### src/rtl/multicycle_control.sv
// Multi-cycle MIPS control FSM: sequences fetch/decode/execute/memory/write-back,
// Moore outputs decoded from State (IRWrite/PCWrite in FETCH also gated by MemReady).
module multicycle_control (
  input  logic       clk,
  input  logic       rst,
  input  logic [5:0] Opcode,
  input  logic       MemReady,
  output logic       PCWrite,
  output logic       PCWriteCond,
  output logic       IorD,
  output logic       MemRead,
  output logic       MemWrite,
  output logic       MemtoReg,
  output logic       IRWrite,
  output logic       RegWrite,
  output logic       RegDst,
  output logic       ALUSrcA,
  output logic [1:0] ALUSrcB,
  output logic [1:0] PCSource,
  output logic [2:0] ALUop,
  output logic [3:0] State,
  output logic       InstrDone,
  output logic       Illegal
);

  typedef enum logic [3:0] {
    S_FETCH  = 4'd0,
    S_DECODE = 4'd1,
    S_MEMADR = 4'd2,
    S_MEMRD  = 4'd3,
    S_MEMWB  = 4'd4,
    S_MEMWR  = 4'd5,
    S_EXEC   = 4'd6,
    S_ALUWB  = 4'd7,
    S_BRANCH = 4'd8,
    S_JUMP   = 4'd9,
    S_ADDIEX = 4'd10,
    S_ADDIWB = 4'd11
  } state_t;

  localparam logic [5:0] OP_RTYPE = 6'b000000;
  localparam logic [5:0] OP_LW    = 6'b100011;
  localparam logic [5:0] OP_SW    = 6'b101011;
  localparam logic [5:0] OP_BEQ   = 6'b000100;
  localparam logic [5:0] OP_J     = 6'b000010;
  localparam logic [5:0] OP_ADDI  = 6'b001000;

  state_t state_q, state_d;
  logic   illegal_q, set_illegal;

  always_ff @(posedge clk) begin
    if (rst) begin
      state_q   <= S_FETCH;
      illegal_q <= 1'b0;
    end else begin
      state_q <= state_d;
      if (set_illegal) illegal_q <= 1'b1;
    end
  end

  always_comb begin
    state_d     = S_FETCH;
    set_illegal = 1'b0;
    case (state_q)
      S_FETCH:  state_d = MemReady ? S_DECODE : S_FETCH;
      S_DECODE: begin
        case (Opcode)
          OP_LW, OP_SW: state_d = S_MEMADR;
          OP_RTYPE:     state_d = S_EXEC;
          OP_BEQ:       state_d = S_BRANCH;
          OP_J:         state_d = S_JUMP;
          OP_ADDI:      state_d = S_ADDIEX;
          default: begin
            state_d     = S_FETCH;
            set_illegal = 1'b1;
          end
        endcase
      end
      S_MEMADR: state_d = (Opcode == OP_SW) ? S_MEMWR : S_MEMRD;
      S_MEMRD:  state_d = MemReady ? S_MEMWB : S_MEMRD;
      S_MEMWR:  state_d = MemReady ? S_FETCH : S_MEMWR;
      S_EXEC:   state_d = S_ALUWB;
      S_ADDIEX: state_d = S_ADDIWB;
      default:  state_d = S_FETCH;
    endcase
  end

  always_comb begin
    PCWrite     = 1'b0;
    PCWriteCond = 1'b0;
    IorD        = 1'b0;
    MemRead     = 1'b0;
    MemWrite    = 1'b0;
    MemtoReg    = 1'b0;
    IRWrite     = 1'b0;
    RegWrite    = 1'b0;
    RegDst      = 1'b0;
    ALUSrcA     = 1'b0;
    ALUSrcB     = 2'b00;
    PCSource    = 2'b00;
    ALUop       = 3'b000;
    InstrDone   = 1'b0;
    case (state_q)
      S_FETCH: begin
        MemRead = 1'b1;
        ALUSrcB = 2'b01;
        IRWrite = MemReady;
        PCWrite = MemReady;
      end
      S_DECODE: ALUSrcB = 2'b11;
      S_MEMADR: begin
        ALUSrcA = 1'b1;
        ALUSrcB = 2'b10;
      end
      S_MEMRD: begin
        MemRead = 1'b1;
        IorD    = 1'b1;
      end
      S_MEMWB: begin
        RegWrite  = 1'b1;
        MemtoReg  = 1'b1;
        InstrDone = 1'b1;
      end
      S_MEMWR: begin
        MemWrite  = 1'b1;
        IorD      = 1'b1;
        InstrDone = MemReady;
      end
      S_EXEC: begin
        ALUSrcA = 1'b1;
        ALUop   = 3'b001;
      end
      S_ALUWB: begin
        RegWrite  = 1'b1;
        RegDst    = 1'b1;
        InstrDone = 1'b1;
      end
      // Zero is resolved outside; only the conditional write enable is raised here
      S_BRANCH: begin
        ALUSrcA     = 1'b1;
        ALUop       = 3'b010;
        PCWriteCond = 1'b1;
        PCSource    = 2'b01;
        InstrDone   = 1'b1;
      end
      S_JUMP: begin
        PCWrite   = 1'b1;
        PCSource  = 2'b10;
        InstrDone = 1'b1;
      end
      S_ADDIEX: begin
        ALUSrcA = 1'b1;
        ALUSrcB = 2'b10;
      end
      S_ADDIWB: begin
        RegWrite  = 1'b1;
        InstrDone = 1'b1;
      end
      default: ;
    endcase
  end

  assign State   = state_q;
  assign Illegal = illegal_q;

endmodule
### config.mk
export PLATFORM = sky130hd
export DESIGN_NAME = multicycle_control
export DESIGN_NICKNAME = d
export VERILOG_FILES = /design/src/rtl/multicycle_control.sv
export SDC_FILE = /design/constraint.sdc
export NUM_CORES = 1
export LEC_CHECK = 0
export BUFFER_PORTS_ARGS = -buffer_cell sky130_fd_sc_hd__buf_2
export CORE_MARGIN = 2
export CORE_UTILIZATION = 43
export DETAILED_ROUTE_END_ITERATION = 7
export HOLD_SLACK_MARGIN = 0.1
export MAX_ROUTING_LAYER = met4
export PLACE_DENSITY_LB_ADDON = 0.15
export SKIP_CTS_REPAIR_TIMING = 1
export SYNTH_ARGS = -nofsm -noshare
export SYNTH_HDL_FRONTEND = slang
export SYNTH_SLANG_ARGS = --single-unit
### constraint.sdc
create_clock -name clk -period 1.19 [get_ports clk]
set_input_delay 0.0595 -clock clk [delete_from_list [all_inputs] [get_ports clk]]
set_output_delay 0.0595 -clock clk [all_outputs]
set_load 0.005 [all_outputs]
# Yosys cells after proc, flatten, opt, wreduce, memory -nomap -nowiden
# Cells that the tools add are included.
[totals]
register_bits = 5
output_inout_bits = 23
word_cells = 50
input_bits = 9
[classes]
eq_ne = 16
n_mux = 22
reduce_logical = 10
[ops]
columns = ["op", "n"]
rows = [
  ["one-hot mux 4 bit (7 select lines)", 1],
  ["one-hot mux 4 bit (5 select lines)", 1],
  ["== test 4 x 3 -> 1 bit, second input constant", 4],
  ["== test 4 bit, second input constant", 4],
  ["== test 6 bit, second input constant", 2],
  ["2-to-1 mux 1 bit", 12],
  ["2-to-1 mux 3 bit", 3],
  ["== test 4 x 2 -> 1 bit, second input constant", 2],
  ["one-hot mux 2 bit (2 select lines)", 2],
  ["OR reduction 2 bit", 4],
  ["== test 6 x 2 -> 1 bit, second input constant", 1],
  ["== test 6 x 3 -> 1 bit, second input constant", 1],
  ["== test 6 x 4 -> 1 bit, second input constant", 1],
  ["logical NOT 6 bit", 1],
  ["one-hot mux 2 bit (3 select lines)", 1],
  ["OR reduction 6 bit", 1],
  ["OR reduction 5 bit", 1],
  ["== test 4 x 1 -> 1 bit, second input constant", 1],
  ["logical NOT 4 bit", 1],
  ["one-hot mux 1 bit (2 select lines)", 2],
  ["OR reduction 4 bit", 1],
  ["OR reduction 3 bit", 1],
]

# Depth between registers and ports, before layout
[depth]
word_depth = 4
ltp_mapped = 5
mapped_depth_nobuf = 4

# Least setup slack after synthesis
# Ideal clock, no wire load.
[synth_timing]
path_kind = "reg2out"
startpoint = "reg state_q[3] (netlist: State[3])"
endpoint = "out ALUop[1]"
required_time_ns = 1.131
n_path_buf = 2
stages_incl_launch_ff = 5
setup_slack_ns = -0.021
arrival_time_ns = 1.151
path_cell_list = "dfxtp_1 buf_2 nand2b_1 nor3_1 buf_4"
[synth_between]
elab_chain_len = 2
word_cells_on_any_way = 3
cone_classes = "2 x eq/ne; 1 x mux"
[synth_lines]
columns = ["item", "line", "source"]
rows = [
  ["start, declared", "48", "state_t state_q, state_d;"],
  ["start signal, assigned", "56", "state_q <= state_d;"],
  ["== test 4 bit or == test 4 x 3 -> 1 bit (tied branches)", "103", "case (state_q)"],
  ["one-hot mux 2 bit (2 select lines) *", "103", ""],
  ["end, declared", "20", "output logic [2:0] ALUop,"],
]
# Mark *: on every way between the ends. The rest lies on a longest branch, timed or not.

# Final worst setup path
[layout_timing]
startpoint = "reg state_q[1] (netlist: State[1])"
endpoint = "out IorD"
[layout_between]
elab_chain_len = 3
word_cells_on_any_way = 4
cone_classes = "2 x eq/ne; 1 x mux; 1 x reduce/logical"
[layout_lines]
columns = ["item", "line", "source"]
rows = [
  ["== test 4 x 3 -> 1 bit or == test 4 x 2 -> 1 bit (tied branches)", "103", ""],
  ["OR reduction 2 bit (no source line) *", "--", ""],
  ["2-to-1 mux 1 bit *", "103", ""],
  ["end, declared", "10", "output logic IorD,"],
]
# Marked as above.

==> run_results.csv <==
group,metric,value,unit
outcome,status,"finished, violations left",
outcome,violations,"setup timing",
critical_path,cp_common_cell,"buf_6",
floorplan,core-area,1285,µm²
cells_and_area,multiInputGateArea,523.0,µm²
critical_path,cp_slowest_cell,"dfxtp_4",
clocking,cts_buffers,3,
yosys,synth_seq_cells,5,
critical_path,crit_type,"flop to output port",
routing,vias,813,
power,power,573.5,µW
worst_hold_path,min_to,"State[0]",
sta,setup_viol,19,
cells_and_area,fillers,105,
clocking,cts_buffer_depth,2,
floorplan,initial_core_util,45.96,%
critical_path,crit_chain,"buf_6, buf_6, xnor2_2, nor3b_1, buf_2",
yosys,yosysSeqAreaShare,16.95,%
floorplan,rows,13,
sta,slew_violations,0,
yosys,synth.distinct_cells,34,
sta,rsz0062_at_grt,"yes",
cells_and_area,areaGrowthSynthToFinish,72.67,%
yosys,syn-num-nets,93,
yosys,syn_avg_cell_area,7.031,µm²
routing,ant_nets,0,
routing,detail_route.vias_per_cell,5.531,
critical_path,ff2ff_setup_slack,-0.11,ns
critical_path,cp_max_fo,7,
routing,post-route-drc-count,0,
critical_path,r2r-start,"State[0]",
floorplan,die-height,41.06,µm
global_routing,grt_usage,24.65,%
power,power.leakage,0.4719,nW
sta,whs,0.1297,ns
routing,drt_iter0_drc,12,
routing,drt-pass1-iter-count,4,
critical_path,crit_arrival,1.37,ns
cells_and_area,utilization,79.36,%
sta,setup_ws,-0.2385,ns
worst_hold_path,min-delay-start,"Opcode[1]",
critical_path,reg2reg_depth,5,
critical_path,slowest_delay,0.37,ns
worst_hold_path,min_path_type,"primary input to flop",
power,peakVddDrop,605.8,µV
sta,finClkSkew,0.005737,ns
global_routing,grt_pass1_wl,2.663,mm
cells_and_area,antennaDiodeCount,0,
yosys,ys_warn_count,0,
clocking,cts.clk_slew.worst_paths,0.04,ns
global_routing,grt_pass1_vias,685,
global_routing,antenna_found_initial,0,
clocking,cts_root_buf,"clkbuf_4",
critical_path,end_kind,"output port",
cells_and_area,nNetsFinal,142,
placement,gp_congestion,0.8785,
cells_and_area,final_layout_size_suffix_gt1_share,58.33,%
yosys,syn_area,590.6,µm²
placement,portBuffers,30,
sta,min_period,1.429,ns
placement,dp_hpwl,1.336,mm
critical_path,timing.rr.end,"State[0]",
floorplan,ios,32,
cells_and_area,final_cell_area,1020,µm²
critical_path,cp-start-kind,"flop",
clocking,clk_latency,0.25,ns
worst_hold_path,hold_depth,3,
yosys,synthCells,84,
job,drv_cap,0,
floorplan,die-area,1686,µm²
placement,dpl_cell_area,834.6,µm²
critical_path,worstPathRequired,1.13,ns
sta,hold_violations,0,
clocking,tritoncts,"yes",
clocking,clock-sinks,5,
routing,wl,1.911,mm
floorplan,fp.dieW,41.06,µm
global_routing,grt-ovfl-total,0,
sta,post-route-period-util,120.0,%
global_routing,grt_max_degree,16,
sta,tns,-2.842,ns
power,powerDensity,562.4,nW/µm²
cells_and_area,ff_latch_area,111.4,µm²
sta,max_freq,700.0,MHz
clocking,cts_max_level,1,
routing,wire_per_inst,13.00,µm
## per-stage QoR
stage / setup WS (ns) / instances
2_1_floorplan: 0.06197 / 84
3_3_place_gp: -0.001194 / 139
3_5_place_dp: -0.08521 / 139
4_1_cts: -0.2508 / 143
5_1_grt: -0.3127 / 147
6_report: -0.2385 / 147
## power by group
group / internal [mW] / switching [mW] / total, mW / leakage (nW)
sequential: 0.169 / 0.00612 / 0.175 / 0.0429
combinational: 0.101 / 0.0880 / 0.189 / 0.414
clock: 0.128 / 0.0820 / 0.210 / 0.0150
## how the worst max path moves through the flow
stage	startpoint	endpoint	slack (ns)	cells after the start
6_report	State[1]	IorD	-0.24	5
5_1_grt	State[0]	PCWrite	-0.31	6
4_1_cts	State[0]	PCWrite	-0.25	6
3_5_place_dp	State[0]	State[0]	-0.09	5
3_3_place_gp	State[0]	State[0]	-0.001	5
2_1_floorplan	State[0]	State[1]	0.06	4
## area by class of cell
cell class	count	share of cell area [%]
multi-input cells	72	51.29
repair buffers	51	33.37
flip-flops and latches	5	10.92
clock buffers	4	2.577
well taps	15	1.840
## sequential cells by signal (all words and copies together) (netlist names)
| signal | count |
|---|---|
| Illegal | 1 |
| State | 4 |
## logic make-up (layout without fill, tap and decap cells)
kind of cell / Yosys count / in the layout / share of synthesized area [%]
other cells: 1 / 1 / 0.6350
mux: 1 / 1 / 1.695
compound gates: 23 / 23 / 22.67
simple gates: 45 / 45 / 45.34
flops: 5 / 5 / 16.95
xor+xnor: 2 / 2 / 2.967
buf+inv: 7 / 55 / 9.745
## cells in the mapped netlist
cell	count	area share (%)
nor3b_1	1	1.3
nand2_1	3	1.9
o22ai_1	1	1.1
a21o_1	1	1.3
o21ai_0	5	4.2
a31oi_1	4	4.2
and2b_2	1	1.5
o211ai_1	2	2.5
o21bai_1	2	2.5
a21oi_1	7	5.9
nor4_1	1	1.1
buf_4	4	5.1
nor2_1	12	7.6
and3_1	2	2.1
nor3_1	6	5.1
dfxtp_1	5	17
nor3b_2	3	6.4
buf_6	2	3.8
o21ai_1	1	0.85
nand4_1	1	1.1
nand3_1	2	1.7
nand2b_2	1	1.5
or2_2	1	1.1
nand2b_1	4	4.2
mux2i_1	1	1.7
xor2_1	1	1.5
xnor2_1	1	1.5
nor4b_1	1	1.5
or2_4	1	1.5
nand4b_1	1	1.5
conb_1	1	0.63
nand3b_1	1	1.3
buf_2	1	0.85
or2_0	3	3.2
## cell usage in the layout, fill, tap and decap left out, types with 4 or more instances in the layout
master   count
buf_4       12
buf_6        8
buf_2       30
a21oi_1      5
o21ai_0      4
nor2_1       9
nor3_1       4
a31oi_1      4
## routing by layer
metal	wire (µm)	track usage [%]	part of all wire, %	vias up
met5	0	-	0	-
met4	37	15.00	1.9	0
li1	-	-	-	400
met1	745	25.97	39	378
met2	1034	44.14	54	30
met3	93	1.630	4.9	5
## critical path: cells and delay by family, from the launching register on
family / cells / cell delay [ns]
buffers and inverters: 3 / 0.41
flip-flops: 1 / 0.37
AND/OR/NAND/NOR: 1 / 0.22
XOR/XNOR: 1 / 0.12
(Power assumes the default switching activity.)
